--- src/rtl/cla_queue_mp.sv ---
// Multi-port clause-list queue: node buffer plus signed-literal head table,
// serving NUM_ENG BCP engines with 1-cycle lookup and node-read ports.
module cla_queue_mp #(
  parameter int DEPTH       = 16,
  parameter int NODE_W      = 64,
  parameter int LIT_IDX_MAX = 32,
  parameter int NUM_ENG     = 2,
  localparam int PTR_W  = $clog2(DEPTH),
  localparam int LIT_W  = $clog2(LIT_IDX_MAX) + 1,
  localparam int HEAD_W = PTR_W + 1,
  localparam int HIDX_W = $clog2(2 * LIT_IDX_MAX)
) (
  input  logic                       clk,
  input  logic                       rst_n,
  input  logic                       flush,
  input  logic                       load_done,
  input  logic                       push,
  input  logic [NODE_W-1:0]          node_in,
  output logic                       push_ready,
  input  logic                       head_we,
  input  logic [HIDX_W-1:0]          head_widx,
  input  logic [HEAD_W-1:0]          head_wdata,
  output logic [PTR_W:0]             count,
  output logic                       overflow,
  input  logic [NUM_ENG-1:0]         uc_valid,
  input  logic [NUM_ENG*LIT_W-1:0]   uc_lit,
  output logic [NUM_ENG-1:0]         uc_ready,
  output logic [NUM_ENG-1:0]         ip_valid,
  output logic [NUM_ENG-1:0]         ip_hit,
  output logic [NUM_ENG*PTR_W-1:0]   ip_ptr,
  input  logic [NUM_ENG-1:0]         rd_en,
  input  logic [NUM_ENG*PTR_W-1:0]   rd_idx,
  output logic [NUM_ENG-1:0]         rd_valid,
  output logic [NUM_ENG*NODE_W-1:0]  rd_node
);

  localparam int HEAD_N = 2 * LIT_IDX_MAX;

  typedef enum logic [0:0] {S_LOAD = 1'b0, S_RUN = 1'b1} state_t;

  state_t                  state;
  logic [NODE_W-1:0]       buffer [DEPTH];
  logic [HEAD_W-1:0]       head   [HEAD_N];
  logic                    full;
  logic                    do_push;

  // Map a signed literal to {legal, head index}; positive literals use the
  // lower half, negated literals the upper half. Illegal literals map to 0.
  function automatic logic [HIDX_W:0] lit_index(input logic [LIT_W-1:0] lit);
    logic [LIT_W-1:0]  mag;
    logic              legal;
    logic [HIDX_W-1:0] idx;
    mag   = lit[LIT_W-1] ? (-lit) : lit;
    legal = (lit != {LIT_W{1'b0}}) && (mag < LIT_W'(LIT_IDX_MAX));
    idx   = lit[LIT_W-1] ? (HIDX_W'(mag) + HIDX_W'(LIT_IDX_MAX)) : HIDX_W'(mag);
    return legal ? {1'b1, idx} : {1'b0, {HIDX_W{1'b0}}};
  endfunction

  assign full       = (count == (PTR_W+1)'(DEPTH));
  assign push_ready = (state == S_LOAD) && !full;
  assign uc_ready   = {NUM_ENG{state == S_RUN}};
  assign do_push    = rst_n && !flush && push && push_ready;

  // Node storage has no reset; contents past count are meaningless.
  always_ff @(posedge clk) begin
    if (do_push) begin
      buffer[count[PTR_W-1:0]] <= node_in;
    end
  end

  // Control state, head table and the registered engine responses.
  always_ff @(posedge clk) begin
    if (!rst_n || flush) begin
      state    <= S_LOAD;
      count    <= '0;
      overflow <= 1'b0;
      for (int i = 0; i < HEAD_N; i++) begin
        head[i] <= {1'b1, {PTR_W{1'b0}}};
      end
      ip_valid <= '0;
      ip_hit   <= '0;
      ip_ptr   <= '0;
      rd_valid <= '0;
      rd_node  <= '0;
    end else begin
      if (push && state == S_LOAD) begin
        if (!full) begin
          count <= count + (PTR_W+1)'(1);
        end else begin
          overflow <= 1'b1;
        end
      end
      if (head_we) begin
        head[head_widx] <= head_wdata;
      end
      if (state == S_LOAD && load_done) begin
        state <= S_RUN;
      end
      // Lookups read the head table before this edge's write lands.
      for (int e = 0; e < NUM_ENG; e++) begin
        if (uc_valid[e] && state == S_RUN) begin
          logic [HIDX_W:0]   li;
          logic [HEAD_W-1:0] ent;
          li  = lit_index(uc_lit[e*LIT_W +: LIT_W]);
          ent = head[li[HIDX_W-1:0]];
          ip_valid[e] <= 1'b1;
          if (li[HIDX_W] && !ent[PTR_W]) begin
            ip_hit[e]                <= 1'b1;
            ip_ptr[e*PTR_W +: PTR_W] <= ent[PTR_W-1:0];
          end else begin
            ip_hit[e]                <= 1'b0;
            ip_ptr[e*PTR_W +: PTR_W] <= '0;
          end
        end else begin
          ip_valid[e] <= 1'b0;
        end
      end
      rd_valid <= rd_en;
      for (int e = 0; e < NUM_ENG; e++) begin
        if (rd_en[e]) begin
          rd_node[e*NODE_W +: NODE_W] <= buffer[rd_idx[e*PTR_W +: PTR_W]];
        end
      end
    end
  end

endmodule

--- config.mk ---
export PLATFORM = sky130hd
export DESIGN_NAME = cla_queue_mp
export DESIGN_NICKNAME = d
export VERILOG_FILES = /design/src/rtl/cla_queue_mp.sv
export SDC_FILE = /design/constraint.sdc
export NUM_CORES = 2
export LEC_CHECK = 0
export CELL_PAD_IN_SITES_DETAIL_PLACEMENT = 0
export CELL_PAD_IN_SITES_GLOBAL_PLACEMENT = 1
export CORE_ASPECT_RATIO = 1.5
export CORE_MARGIN = 2
export CORE_UTILIZATION = 40
export DETAILED_ROUTE_END_ITERATION = 8
export PLACE_DENSITY = 0.61
export SLEW_MARGIN = 20
export SYNTH_ARGS = -nofsm -noshare
export SYNTH_HDL_FRONTEND = slang
export SYNTH_SLANG_ARGS = --single-unit
--- constraint.sdc ---
create_clock -name clk -period 10.28 [get_ports clk]
set_input_delay 2.056 -clock clk [delete_from_list [all_inputs] [get_ports clk]]
set_output_delay 2.056 -clock clk [all_outputs]
set_load 0.05 [all_outputs]
==> summary.md <==
| Metric | Value |
|---|---|
| Final wirelength | 216000 µm |
| H-tree lvl count | 4 |
| TritonRoute pass-1 iters | 7 |
| Initial Util | 0.401 |
| Leak Pwr | 26.1 nW |
| Clk Latency, worst-skew pair | 810 ps |
| Final core occ | 0.460 |
| Clk slew on worst S/H paths | 70 ps |
| Post-synth top flop | edfxtp_1 |
| Gr ovfl total | 0 |
| Maximum vdd ir drop | 0.183 mV |
| Power per cell area | 173 nW/µm² |
| Port Buffers | 255 |
| Via/cell ratio | 6.14 |
| Critical path type | in -> reg |
| Status | completed |
| Async set-reset flop share out of synthesis | 0 |
| Detailed-route via count | ~40000 |
| Largest delay contributor family on the critical path | buffers and inverters |
| Worst slew pin tran | around 1200 ps |
| RSZ-0062 raised after global routing | no |
| Post-Syn Area per Cell | roughly 17 µm² |
| Die width | 346 µm |
| Routed len/inst | 32.6 µm |
| Die height | 517 µm |
| Clock Sink Count | between 1000 and 1500 |
| Critical Path AT | between 6000 and 7000 ps |
| DRT iter0 DRCs | 3608 |
| Cell count after synthesis | 4093 |
| Worst Setup End Kind | flip-flop |
| Required @ worst endpoint | ~11000 ps |
| I/O pins | 256 |
| Syn_nets | 4204 |
| Fmax | 180 MHz |
| Post-DRT Antenna Nets | 0 |
| Final setup viols | 0 |
| CTS max path bufs | 3 |
| FP Rows | 188 |
| Flops & latches, synth | 1493 |
| Initial antenna violation count | 21 |
| Post-CTS Setup Inserts | 0 |
| CTS buffer count | 150 |
| Relative slew slack | 0.222 |
| CTS resizes | 0 |
| # hold bufs at CTS | 0 |
| Hold Crit Class | reg -> reg |
| Critical path, cell by cell | clkdlybuf4s50_1, inv_1, ha_1, or4b_4, o21ai_4, buf_4, buf_4, mux2_2, a221oi_1, o21ai_0, a21oi_1, a311oi_2, a311oi_1 |
| Register area share after synthesis | 0.619 |
| CTS tree | yes |
| Area grow syn2layout | 14.6% |
| Fin cells | about 6600 |
| Fin nets | roughly 4300 |
| Period utilisation layout | 0.540 |
| Slew Limit Fails | 0 |
| Core footprint | 175000 µm² |
| Largest net degree at the start of global routing | 98 |
| Final hold vios | 0 |
| Cell mode on critical path | buf_4 |
| Crit path largest cell delay | 610 ps |
| Netlist cell types | a little under 80 |
| Final min period | 5550 ps |
| Placed cell count | approximately 6400 |
| Post-Syn Area | 70000 µm² |
| Max-cap violations | 0 |
| Clk_skew | 35.7 ps |
| Slowest stage cell, crit path | buf_4 |
| Placer Congestion | 0.943 |
| Number of remaining DRC errors | 0 |
| Vias in the first global route | 42683 |
| Buffers and inverters on the worst path | 4 |
| DIE AREA | 179000 µm² |
| Setup TNS | 0 ps |
| Final HPWL DP | around 130000 µm |
| Yosys warns | 0 |
| Crit path max fanout | 53 |
| First-pass GRT wire length | between 300000 and 400000 µm |
| Root buffer cell | clkbuf_16 |
| Gr usage total | 0.242 |
| Post-synth EDFFs | 1344 |
| Layout cells sized above 1 | 0.245 |
| Startpoint Class | input pin |
-- through the flow --
step / area (µm²) / hold slack [ps] / total power, mW / setup slack [ps]
after global placement: 74900 / 471 / 8.23 / 4060
after CTS: 80200 / 484 / 14.0 / 4840
after global routing: 80300 / 516 / 14.3 / 4600
after floorplan: 70000 / 665 / 7.73 / 2400
after detailed placement: 75000 / 467 / 8.23 / 4020
final: 80300 / 476 / 13.9 / 4730
-- cells in the mapped netlist (6+ instances only) --
master / n / area share
o22ai_1: 6 / 0.00054
a22oi_1: 52 / 0.0056
clkbuf_1: 241 / 0.013
buf_2: 29 / 0.0021
a221o_1: 38 / 0.0054
nor4_1: 17 / 0.0015
a211oi_1: 49 / 0.0053
nand4_1: 6 / 0.00054
a21oi_1: 48 / 0.0034
or3_1: 66 / 0.0059
edfxtp_1: 1344 / 0.58
nand2_1: 148 / 0.0079
nor3_1: 26 / 0.0019
ha_1: 6 / 0.0011
nor2_1: 231 / 0.012
mux2_2: 10 / 0.0016
o21ai_0: 84 / 0.0060
and3_1: 39 / 0.0035
a311oi_1: 23 / 0.0029
a31oi_1: 11 / 0.00098
mux2i_1: 248 / 0.035
o211ai_1: 8 / 0.00086
mux4_2: 656 / 0.21
or2_2: 10 / 0.00089
o31ai_1: 11 / 0.0012
a2111oi_0: 14 / 0.0018
dfxtp_1: 149 / 0.043
buf_1: 77 / 0.0041
a222oi_1: 9 / 0.0013
nand3_1: 34 / 0.0024
and2_1: 229 / 0.020
nor2b_1: 23 / 0.0021
inv_1: 14 / 0.00075
a221oi_1: 46 / 0.0058
buf_4: 11 / 0.0012
-- kinds of logic after synthesis --
kind of cell,after synthesis,share of synthesized area
and+or+nand+nor,856,0.0627
buffers and inverters,380,0.0224
adders and majority gates,6,0.00107
DFF,1493,0.619
AOI/OAI and AO/OA,434,0.0457
xor gates and xnor gates,9,0.00123
muxes,915,0.248
-- cell type report --
cell class | instances | area, µm²
Fill cell | 15021 | 94300
Sequential cell | 1493 | 43300
Multi-Input combinational cell | 2220 | 25300
Clock buffer | 200 | 4160
Timing Repair Buffer | 349 | 3440
Tap cell | 2280 | 2850
Clock inverter | 78 | 1080
Inverter | 15 | 56.3
Antenna cell | 6 | 15.0
-- per-layer routing --
layer / share of wire / global-route usage / up-vias
met5: 0.00057 / 0 / -
met3: 0.063 / 0.0452 / 421
met4: 0.048 / 0.109 / 18
li1: - / - / 17123
met1: 0.37 / 0.290 / 21674
met2: 0.52 / 0.425 / 1515
-- registers in the layout, indices dropped and copies added (netlist names) --
register / flops
ip_valid: 2
ip_hit: 2
rd_node: 128
count: 5
state: 1
buffer: 1024
rd_valid: 2
overflow: 1
head: 320
ip_ptr: 8
-- worst paths after layout --
check                           startpoint      endpoint  slack (ps)  cells past startpoint
worst max register to register    count[0]  buffer[8][7]        6380                     10
worst max-delay path             uc_lit[1]     ip_hit[0]        4730                     13
worst min-delay path              overflow      overflow         480                      2
worst min register to register    overflow      overflow         480                      2
-- power by group --
group,switching [mW],internal [mW]
clock,2.43,3.38
combinational,0.787,0.519
sequential,0.0860,6.71
total,3.30,10.6
-- cell usage in the layout (no fill, tap or decap), types with 15 or more instances in the layout --
| cell | synthesis | routed |
|---|---|---|
| nand3_1 | 34 | 34 |
| edfxtp_1 | 1344 | 1344 |
| clkbuf_8 | 0 | 15 |
| nor4_1 | 17 | 17 |
| bufinv_16 | 0 | 20 |
| clkbuf_16 | 0 | 153 |
| clkinv_2 | 0 | 29 |
| or3_1 | 66 | 66 |
| clkdlybuf4s50_1 | 0 | 238 |
| a211oi_1 | 49 | 49 |
| a21oi_1 | 48 | 48 |
| nor2_1 | 231 | 217 |
| mux4_2 | 656 | 656 |
| a22oi_1 | 52 | 52 |
| dfxtp_1 | 149 | 149 |
| a221oi_1 | 46 | 46 |
| nand2_1 | 148 | 146 |
| nor3_1 | 26 | 21 |
| a221o_1 | 38 | 38 |
| a311oi_1 | 23 | 23 |
| and3_1 | 39 | 39 |
| buf_4 | 11 | 91 |
| mux2i_1 | 248 | 248 |
| clkbuf_1 | 241 | 32 |
| o21ai_0 | 84 | 84 |
| and2_1 | 229 | 228 |
| nor2b_1 | 23 | 22 |
-- worst min-delay path, stage by stage, from the launching register on --
cell and delay [ps]:
dfxtp_1 330, a31oi_1 50, nor2_1 70
(Power assumes the default switching activity.)
